## src/rtl/instruction_fetch_stage_pkg.sv

```systemverilog
// Shared fetch-stage definitions: FSM state encodings, instruction width in bytes, default reset PC.
// Pure constants, no logic.
package instruction_fetch_stage_pkg;

    localparam logic [1:0]  S_BOOT = 2'd0;
    localparam logic [1:0]  S_RUN  = 2'd1;
    localparam logic [1:0]  S_HALT = 2'd2;

    localparam int unsigned INSTR_BYTES      = 4;
    localparam logic [31:0] DEFAULT_RESET_PC = 32'h0000_0000;

endpackage

```

## src/rtl/instruction_fetch_stage_pc_reg.sv

```systemverilog
// Program counter register with next-PC mux (reset / redirect / increment / hold).
// Redirect beats increment; the new PC is visible the cycle after the request.
module instruction_fetch_stage_pc_reg
    import instruction_fetch_stage_pkg::*;
#(
    parameter logic [31:0] RESET_PC = DEFAULT_RESET_PC,
    parameter logic [31:0] PC_STEP  = 32'(INSTR_BYTES)
) (
    input  logic        clk,
    input  logic        rst,
    input  logic        redirect_i,
    input  logic [31:0] target_i,
    input  logic        incr_i,
    output logic [31:0] pc_o
);

    logic [31:0] pc_q;
    logic [31:0] pc_d;

    always_comb begin
        pc_d = pc_q;
        if (redirect_i) begin
            pc_d = target_i;
        end else if (incr_i) begin
            // Wraps modulo 2^32 with no flag.
            pc_d = pc_q + PC_STEP;
        end
    end

    always_ff @(posedge clk) begin
        if (rst) begin
            pc_q <= RESET_PC;
        end else begin
            pc_q <= pc_d;
        end
    end

    assign pc_o = pc_q;

endmodule

```

## src/rtl/instruction_fetch_stage.sv

```systemverilog
// Fetch stage: owns the PC, reads the combinational ROM and holds the word in a valid/ready IF/ID register.
// PC-to-output latency 1 cycle; output held while !outReady. Define FETCH_MISALIGN_TRAP_EN to halt on misaligned redirects.
module instruction_fetch_stage
    import instruction_fetch_stage_pkg::*;
#(
    parameter logic [31:0] RESET_PC = DEFAULT_RESET_PC,
    parameter logic [31:0] PC_STEP  = 32'(INSTR_BYTES)
) (
    input  logic        clk,
    input  logic        rst,
    output logic [31:0] romAddress,
    input  logic [31:0] romData,
    input  logic        redirectValid,
    input  logic [31:0] redirectTarget,
    input  logic        haltReq,
    output logic        outValid,
    input  logic        outReady,
    output logic [31:0] outPc,
    output logic [31:0] outInstruction,
    output logic [31:0] outPcPlus4
`ifdef FETCH_MISALIGN_TRAP_EN
    ,
    output logic        fetchMisaligned,
    output logic [31:0] misalignAddr
`endif
);

    logic [1:0]  state_q;
    logic [1:0]  state_d;
    logic [31:0] pc;
    logic        advance;
    logic        capture;
    logic        trap_redirect;

    logic        out_vld_q;
    logic        out_vld_d;
    logic [31:0] out_pc_q;
    logic [31:0] out_instr_q;
    logic [31:0] out_pc_plus4_q;

`ifdef FETCH_MISALIGN_TRAP_EN
    logic        misaligned_q;
    logic [31:0] misalign_addr_q;

    assign trap_redirect = redirectValid && (redirectTarget[1:0] != 2'b00);
`else
    assign trap_redirect = 1'b0;
`endif

    assign advance = !out_vld_q || outReady;
    assign capture = (state_q == S_RUN) && advance && !redirectValid;

    instruction_fetch_stage_pc_reg #(
        .RESET_PC (RESET_PC),
        .PC_STEP  (PC_STEP)
    ) u_pc_reg (
        .clk        (clk),
        .rst        (rst),
        .redirect_i (redirectValid),
        .target_i   (redirectTarget),
        .incr_i     (capture),
        .pc_o       (pc)
    );

    assign romAddress = pc;

    // Redirect outranks halt: a halt request seen alongside a redirect is re-sampled next cycle.
    always_comb begin
        state_d = state_q;
        case (state_q)
            S_BOOT: state_d = S_RUN;
            S_RUN: begin
                if (!redirectValid && haltReq) begin
                    state_d = S_HALT;
                end
            end
            S_HALT: begin
                if (redirectValid) begin
                    state_d = S_RUN;
                end
            end
            default: state_d = S_BOOT;
        endcase
        if (trap_redirect) begin
            state_d = S_HALT;
        end
    end

    // Flush on redirect; otherwise a handed-off word with no replacement drops valid but keeps its data.
    always_comb begin
        out_vld_d = out_vld_q;
        if (redirectValid) begin
            out_vld_d = 1'b0;
        end else if (capture) begin
            out_vld_d = 1'b1;
        end else if (out_vld_q && outReady) begin
            out_vld_d = 1'b0;
        end
    end

    always_ff @(posedge clk) begin
        if (rst) begin
            state_q        <= S_BOOT;
            out_vld_q      <= 1'b0;
            out_pc_q       <= 32'h0;
            out_instr_q    <= 32'h0;
            out_pc_plus4_q <= 32'h0;
        end else begin
            state_q   <= state_d;
            out_vld_q <= out_vld_d;
            if (capture) begin
                out_pc_q       <= pc;
                out_instr_q    <= romData;
                out_pc_plus4_q <= pc + PC_STEP;
            end
        end
    end

`ifdef FETCH_MISALIGN_TRAP_EN
    // Sticky until reset or the next redirect, which re-evaluates alignment.
    always_ff @(posedge clk) begin
        if (rst) begin
            misaligned_q    <= 1'b0;
            misalign_addr_q <= 32'h0;
        end else if (redirectValid) begin
            misaligned_q    <= trap_redirect;
            misalign_addr_q <= trap_redirect ? redirectTarget : 32'h0;
        end
    end

    assign fetchMisaligned = misaligned_q;
    assign misalignAddr    = misalign_addr_q;
`endif

    assign outValid       = out_vld_q;
    assign outPc          = out_pc_q;
    assign outInstruction = out_instr_q;
    assign outPcPlus4     = out_pc_plus4_q;

endmodule

```

## config.mk

```make
export PLATFORM = sky130hd
export DESIGN_NAME = instruction_fetch_stage
export DESIGN_NICKNAME = d
export VERILOG_FILES = /design/src/rtl/instruction_fetch_stage_pkg.sv /design/src/rtl/instruction_fetch_stage_pc_reg.sv /design/src/rtl/instruction_fetch_stage.sv
export SDC_FILE = /design/constraint.sdc
export NUM_CORES = 1
export LEC_CHECK = 0
export CAP_MARGIN = 10
export CORE_ASPECT_RATIO = 0.6
export CORE_MARGIN = 2
export CORE_UTILIZATION = 41
export CTS_CLUSTER_DIAMETER = 40
export DETAILED_ROUTE_END_ITERATION = 12
export GPL_TIMING_DRIVEN = 1
export PLACE_DENSITY = 0.77
export REMOVE_ABC_BUFFERS = 1
export SLEW_MARGIN = 10
export SYNTH_ARGS = -nofsm -noshare
export SYNTH_HDL_FRONTEND = slang
export SYNTH_SLANG_ARGS = --single-unit
```

## constraint.sdc

```tcl
create_clock -name clk -period 2.2 [get_ports clk]
set_clock_uncertainty 0.05 [all_clocks]
set_input_delay 0.44 -clock clk [delete_from_list [all_inputs] [get_ports clk]]
set_output_delay 0.44 -clock clk [all_outputs]
set_load 0.005 [all_outputs]
```

==> impl_metrics.ini <==
[critical_path]
setup.worst_path.class = flip-flop to flip-flop
start_kind = flip-flop
r2r-start = u_pc_reg.pc_o[3]
r2r_slack_ns = 0.03
critPathMaxFanout = 5
reg2reg_to = u_pc_reg.pc_o[24]
cp.required_ns = 2.47
r2r_cells = 6
end_kind = flip-flop
cp_data_arrival_time_ns = 2.44
slowest_delay_ns = 0.57
crit_chain = ha_4, nand3_4, or4_4, buf_12, or4_1, a311oi_2
crit_slowest_cell = or4_4

[timing]
final_max_slew_viol_count = 0
setup_violations = 0
final.period_utilization_pct = 98.6
tns_ns = 0
max_freq_mhz = 461
setup_slack_ns = 0.0309
fin_crit_ns = 2.17
finalHoldViolCount = 0
tightest_slew_ns = 0.546
maxSlewHeadroom_pct = 63.3
rsz0062_at_grt = true

[yosys]
synth_warnings = 0
synthDistinctLibCells = 47
synth_seq_cells = 129
seq_area_frac_synth_pct = 45.5
syn-instance-count = 702
synth_area_sq_um = 5680
syn_avg_cell_area_sq_um = 8.09

[drt]
routedWlPerCell_um = 17.2
totalWireLength_um = 19000
drtIter0Drc = 629
drt_pass1_iterations = 5
drc_errors = 0
via_count = 6093
antenna_left = 0
viasPerCell = 5.52

[status]
outcome = finished, final reports clean

[finish]
antenna_cells = 0
layout-drive-gt1-share_pct = 13.1
final_area_sq_um = 8810
finalNonFillerCells = 1103
fin_util_pct = 64.8
area_growth_pct = 55.2
nNetsFinal = 986

[job]
drv_cap = 0

[floorplan]
start_util_pct = 41.8
io_pins = 198
coreArea_sq_um = 13600
rows = 33
die_h_um = 95.1
die_x_um = 156
dieArea_sq_um = 14800

[clocking]
cts_buffer_depth = 2
clk_latency_ns = 0.41
holdBufCountCts = 0
h-tree-depth = 4
tritoncts = built
clock-sinks = 129
cts.clk_slew.worst_paths_ns = 0.06
numCtsBuffers = 17
root_buffer = clkbuf_16

[global_route]
grt_pass1_vias = 5484
antenna_found_initial = 1
grt_pass1_wl_um = 29100
grt_max_degree = 83
grt_use_total_pct = 25.0
grt-ovfl-total = 0

[power_and_ir_drop]
irDropWorstVdd_mv = 0.522
combPwrFrac_pct = 15.1
power.leakage_nw = 3.00
powerDensity_nw_per_um2 = 714
intPower_w = 0.00469
clkPwrFrac_pct = 44.0
seqPwrFrac_pct = 40.9
swShare_pct = 25.4
switching_power_w = 0.00160

[place]
placed_area_sq_um = 8120
dp_slack_ns = -0.267
hpwl_um = 13100
numPlacedInstances = 1068
gp_congestion = 0.902
numPortBuffers = 197

[min_path]
worstHoldPathCells = 2
hold_class = input pin to flip-flop
hold_start = rst
hold_end = u_pc_reg.pc_o[0]
layout by cell type (no fill, tap or decap), types with 3 or more instances in the layout:
cell type and count:
a211oi_1 24, a21oi_1 67, a311oi_1 30, a311oi_2 4, and3_1 3, and4_1 5, buf_12 5, buf_4 65
clkbuf_16 17, clkdlybuf4s50_1 196, clkinv_2 3, clkinv_4 3, dfxtp_1 125, dfxtp_2 4, inv_1 4, nand2_1 148
nand2b_1 3, nand3_1 8, nand4_1 13, nor2_1 60, nor2b_1 5, nor3_1 8, nor4_1 6, o21ai_0 10
o31ai_1 20, or3_1 9, or4_1 20, xnor2_1 12, xor2_1 10
cell usage after synthesis, drive strengths merged:
library cell  number  area (sq um)
nand2            148           556
dfxtp            129          2580
a21oi             67           335
clkbuf            61           229
nor2              60           225
a311oi            34           298
a211oi            24           180
or4               22           169
o31ai             20           150
nand4             14           103
xnor2             12           105
buf               10          61.3
nand3             10          55.1
o21ai             10          50.1
or3               10          62.6
xor2              10          87.6
nor3               9          45.0
nor4               7          43.8
and4               6          52.6
nor2b              5          31.3
inv                4          15.0
and3               3          18.8
nand2b             3          18.8
a2111oi            2          17.5
mux2i              2          20.0
nand3b             2          15.0
o21bai             2          15.0
or2                2          12.5
a221oi             1          8.76
a31oi              1          6.26
and2               1          6.26
clkinv             1          3.75
ha                 1          12.5
mux2               1          11.3
nand4bb            1          11.3
nor4bb             1          10.0
o211ai             1          7.51
o221ai             1          8.76
o311ai             1          8.76
o31a               1          8.76
o41ai              1          8.76
or4b               1          10.0
sequential cells by signal (all words and copies together) (netlist names):
register	count
outInstruction	32
outPcPlus4	30
state_q	2
u_pc_reg.pc_o	32
outPc	32
outValid	1
final cells by class:
| cell class | instances | area, sq um |
|---|---|---|
| flip-flops and latches | 129 | 2590 |
| well taps | 175 | 219 |
| fillers | 1161 | 4780 |
| inverters | 5 | 18.8 |
| repair buffers | 266 | 2550 |
| clock buffers | 19 | 443 |
| clock inverters | 12 | 134 |
| multi-input cells | 497 | 2860 |
per-stage QoR:
stage | hold WS [ns] | total power [W]
2_1_floorplan | 0.397 | 0.00294
3_3_place_gp | 0.391 | 0.00353
3_5_place_dp | 0.396 | 0.00354
4_1_cts | 0.374 | 0.00630
5_1_grt | 0.388 | 0.00652
6_report | 0.372 | 0.00629
worst max-delay path: cells and delay by family, from the launching register on:
kind	cells	cell delay [ns]
flip-flops	1	0.35
adder cells (fa/ha/maj)	1	0.16
AO/OA/AOI/OAI	1	0.22
buffers and inverters	1	0.15
AND/OR/NAND/NOR	3	1.14
power by group through the flow:
stage | combinational (W) | sequential, W | clock, W
after floorplan | 0.000293 | 0.00264 | 0
after global placement | 0.000921 | 0.00261 | 0
after detailed placement | 0.000929 | 0.00261 | 0
after CTS | 0.000938 | 0.00257 | 0.00280
after global routing | 0.00103 | 0.00259 | 0.00290
final | 0.000949 | 0.00257 | 0.00276
layer usage:
metal,routed length (um),global-route usage (%),vias to the layer above
met1,8760,35.1,2860
li1,-,-,2937
met4,174,6.65,0
met5,0,0,-
met2,8090,37.2,277
met3,1970,7.86,19
repair_timing:
item | in CTS | in global routing
pin swaps | 1 | 7
setup endpoints to repair | 4 | 21
setup buffers | 1 | 3
resized for setup | 1 | 16
cells by family after synthesis:
group / count (synthesis) / synth area share (%)
and+or+nand+nor: 305 / 25.5
AOI/OAI and AO/OA: 166 / 19.4
DFF: 129 / 45.5
buffers and inverters: 76 / 5.44
xor gates and xnor gates: 22 / 3.39
muxes: 3 / 0.551
adders and majority gates: 1 / 0.220
worst max-delay path by stage:
stage                startpoint           endpoint  cells past startpoint
6_report       u_pc_reg.pc_o[3]  u_pc_reg.pc_o[24]                      6
5_1_grt        u_pc_reg.pc_o[3]  u_pc_reg.pc_o[18]                      7
4_1_cts        u_pc_reg.pc_o[2]     outPcPlus4[30]                      5
3_5_place_dp           outReady  u_pc_reg.pc_o[24]                      5
3_3_place_gp           outReady  u_pc_reg.pc_o[24]                      5
2_1_floorplan          outReady  u_pc_reg.pc_o[31]                      4
Note: power is estimated with default switching activity, not from simulation.
==> patch, RTL diff (same flow settings) <==
The option `FETCH_MISALIGN_TRAP_EN` is turned on by a define.
--- a/src/rtl/instruction_fetch_stage.sv
+++ b/src/rtl/instruction_fetch_stage.sv
@@ -1,4 +1,6 @@
 // Fetch stage: owns the PC, reads the combinational ROM and holds the word in a valid/ready IF/ID register.
 // PC-to-output latency 1 cycle; output held while !outReady. Define FETCH_MISALIGN_TRAP_EN to halt on misaligned redirects.
+`define FETCH_MISALIGN_TRAP_EN
+
 module instruction_fetch_stage
     import instruction_fetch_stage_pkg::*;
Formal check against the unedited RTL (old outputs only; new: fetchMisaligned and misalignAddr): not equivalent (Yosys sat finds a counterexample within 4 cycles, from zero or initial values and one cycle with rst high).
==> patch against the unedited design <==
Sequential cell count increased by 33. Worst setup slack improved by 0.061 ns. Synthesized area increased by 16%. Total power increased by 15%. Critical path type unchanged. Largest power group is now registers. Count of clock-buffer cells in the layout decreased by 1. Highest routed layer unchanged. Clock power increased by 11%. Cell area increased by 13%. Wire length increased by 9.8%.
==> patch: results (changes against the unedited design) <==
[cts]
clk_latency_ns=0.42
path_clk_slew_ns=0.07
max-clock-path-buffers=2  ; unchanged
cts-htree-levels=4  ; unchanged
root_buffer=clkbuf_16
numCtsBuffers=17  ; unchanged
postCtsSetupRepairBufs=0  ; -1

[detailed_routing]
first_pass_iters=5  ; unchanged
drtIter0Drc=516  ; -18%
drt_wl_total_um=20800  ; +9.8%
vias_per_cell=5.16  ; -6.5%

[place]
place_ws_ns=-0.142  ; +0.125 ns
dp_hpwl_um=14900  ; +13%
io_buffer_count=230  ; +17%
place_area_um2=9380  ; +15%
gp_congestion=0.817  ; -9.4%

[global_routing]
use_met2=0.368  ; -0.00435
grt_use_met1=0.347  ; -0.00368
grt_pass1_vias=5999  ; +9.4%
antenna_found_initial=0  ; -1
grt_pass1_wl_um=32800  ; +13%
grt_usage=0.243  ; -0.00672
grt_max_degree=70  ; -16%
met3_usage=0.0686  ; -0.0101

[timing]
slew-limit-headroom=0.568  ; -0.0648

[cells_and_area]
antennaDiodeCount=0  ; unchanged
drive_above_1_share=0.107  ; -0.0244
num-fill-cells=1317  ; +13%
final_nets=1066  ; +8.1%

[power_and_ir_drop]
ir_drop_mv=0.425  ; -19%
leakage_nw=3.51  ; +17%

[worst_setup_path]
critPathRequiredTime_ns=2.49  ; +0.02 ns
crit_fanout=5  ; unchanged
slowest_delay_ns=0.48  ; -0.09 ns
critPathLaunch=u_pc_reg.pc_o[13]
crit_slowest_cell=or3_1
crit_arrival_ns=2.40  ; -0.04 ns

[worst_hold_path]
min_from=rst
hp-class=primary input to register

[logic_synthesis]
ys_seq_area_frac=0.492  ; +0.0374
synth_top_area_cell=dfxtp_1
synth_common_cells=dfxtp_1 (162), nand2_1 (160), a21oi_1 (80), nor2_1 (67), clkbuf_1 (51)
ys_types=45  ; -4.3%
synthTopCellsByArea=dfxtp_1 (49%), nand2_1 (9.1%), a21oi_1 (6.1%)
yosys_warnings=0  ; unchanged
ys_async_sr_fraction=0  ; unchanged

[status]
status=finished clean

## patch: cell count changes after synthesis, sizes merged, moves of 10 or more
cell,unedited run,this run
or4,22,1
o31ai,20,0
dfxtp,129,162
nand2,148,161
a311oi,34,2
clkbuf,61,51
xor2,10,24
a22o,0,30
a211oi,24,48
xnor2,12,29
a21oi,67,80
## patch: path summary, 6_finish.rpt
kind / end / slack (ns) / depth (start not counted)
setup / recovery: outPcPlus4[22] / 0.09 / 5
hold / removal: outPc[21] / 0.40 / 2
setup reg to reg: outPcPlus4[22] / 0.09 / 5
hold reg to reg: outInstruction[20] / 0.40 / 2
## patch: report_power, final
part / switching [mW] / internal (mW) / total [mW] / leakage (nW)
registers: 0.0949 / 3.07 / 3.17 / 1.32
clock network: 1.27 / 1.80 / 3.07 / 0.281
logic: 0.448 / 0.546 / 0.994 / 1.91
## patch: through the flow
step / utilization / hold slack, ns / std cells
3_5_place_dp: 0.603 / 0.396 / 1180
2_1_floorplan: - / 0.397 / 696
4_1_cts: 0.642 / 0.387 / 1212
6_report: 0.643 / 0.398 / 1212
5_1_grt: 0.643 / 0.413 / 1212
3_3_place_gp: 0.603 / 0.381 / 1180
## patch: layout make-up
class | count | area, µm² | share of cell area
clock buffer | 18 | 429 | 0.0429
inverter | 3 | 11.3 | 0.00113
clock inverter | 14 | 179 | 0.0179
timing repair buffer | 281 | 2800 | 0.280
sequential | 162 | 3240 | 0.324
tap | 203 | 254 | 0.0254
multi-input combinational | 531 | 3080 | 0.308
## patch: critical path: cells and delay by family, from the launching register on
kind | cells | cell delay, ns
DFF | 1 | 0.34
and+or+nand+nor | 3 | 1.25
AOI/OAI and AO/OA | 1 | 0.22
xor gates and xnor gates | 1 | 0.17
## patch: layer usage
| metal | vias up | share of wire | routed length [µm] |
|---|---|---|---|
| met5 | - | 0 | 0 |
| met4 | 0 | 0.0052 | 108 |
| met3 | 11 | 0.078 | 1630 |
| met2 | 228 | 0.43 | 8920 |
| met1 | 2937 | 0.49 | 10200 |
| li1 | 3083 | - | - |
## patch: cells by family after synthesis
kind of cell	synth area share
adders and majority gates	0.00190
DFF	0.492
buffers and inverters	0.0456
and+or+nand+nor	0.218
xor gates and xnor gates	0.0705
AOI/OAI and AO/OA	0.172
## patch: what timing repair did
item,in CTS,in global routing
hold endpoints to repair,0,0
resized for setup,0,1
setup endpoints to repair,0,4
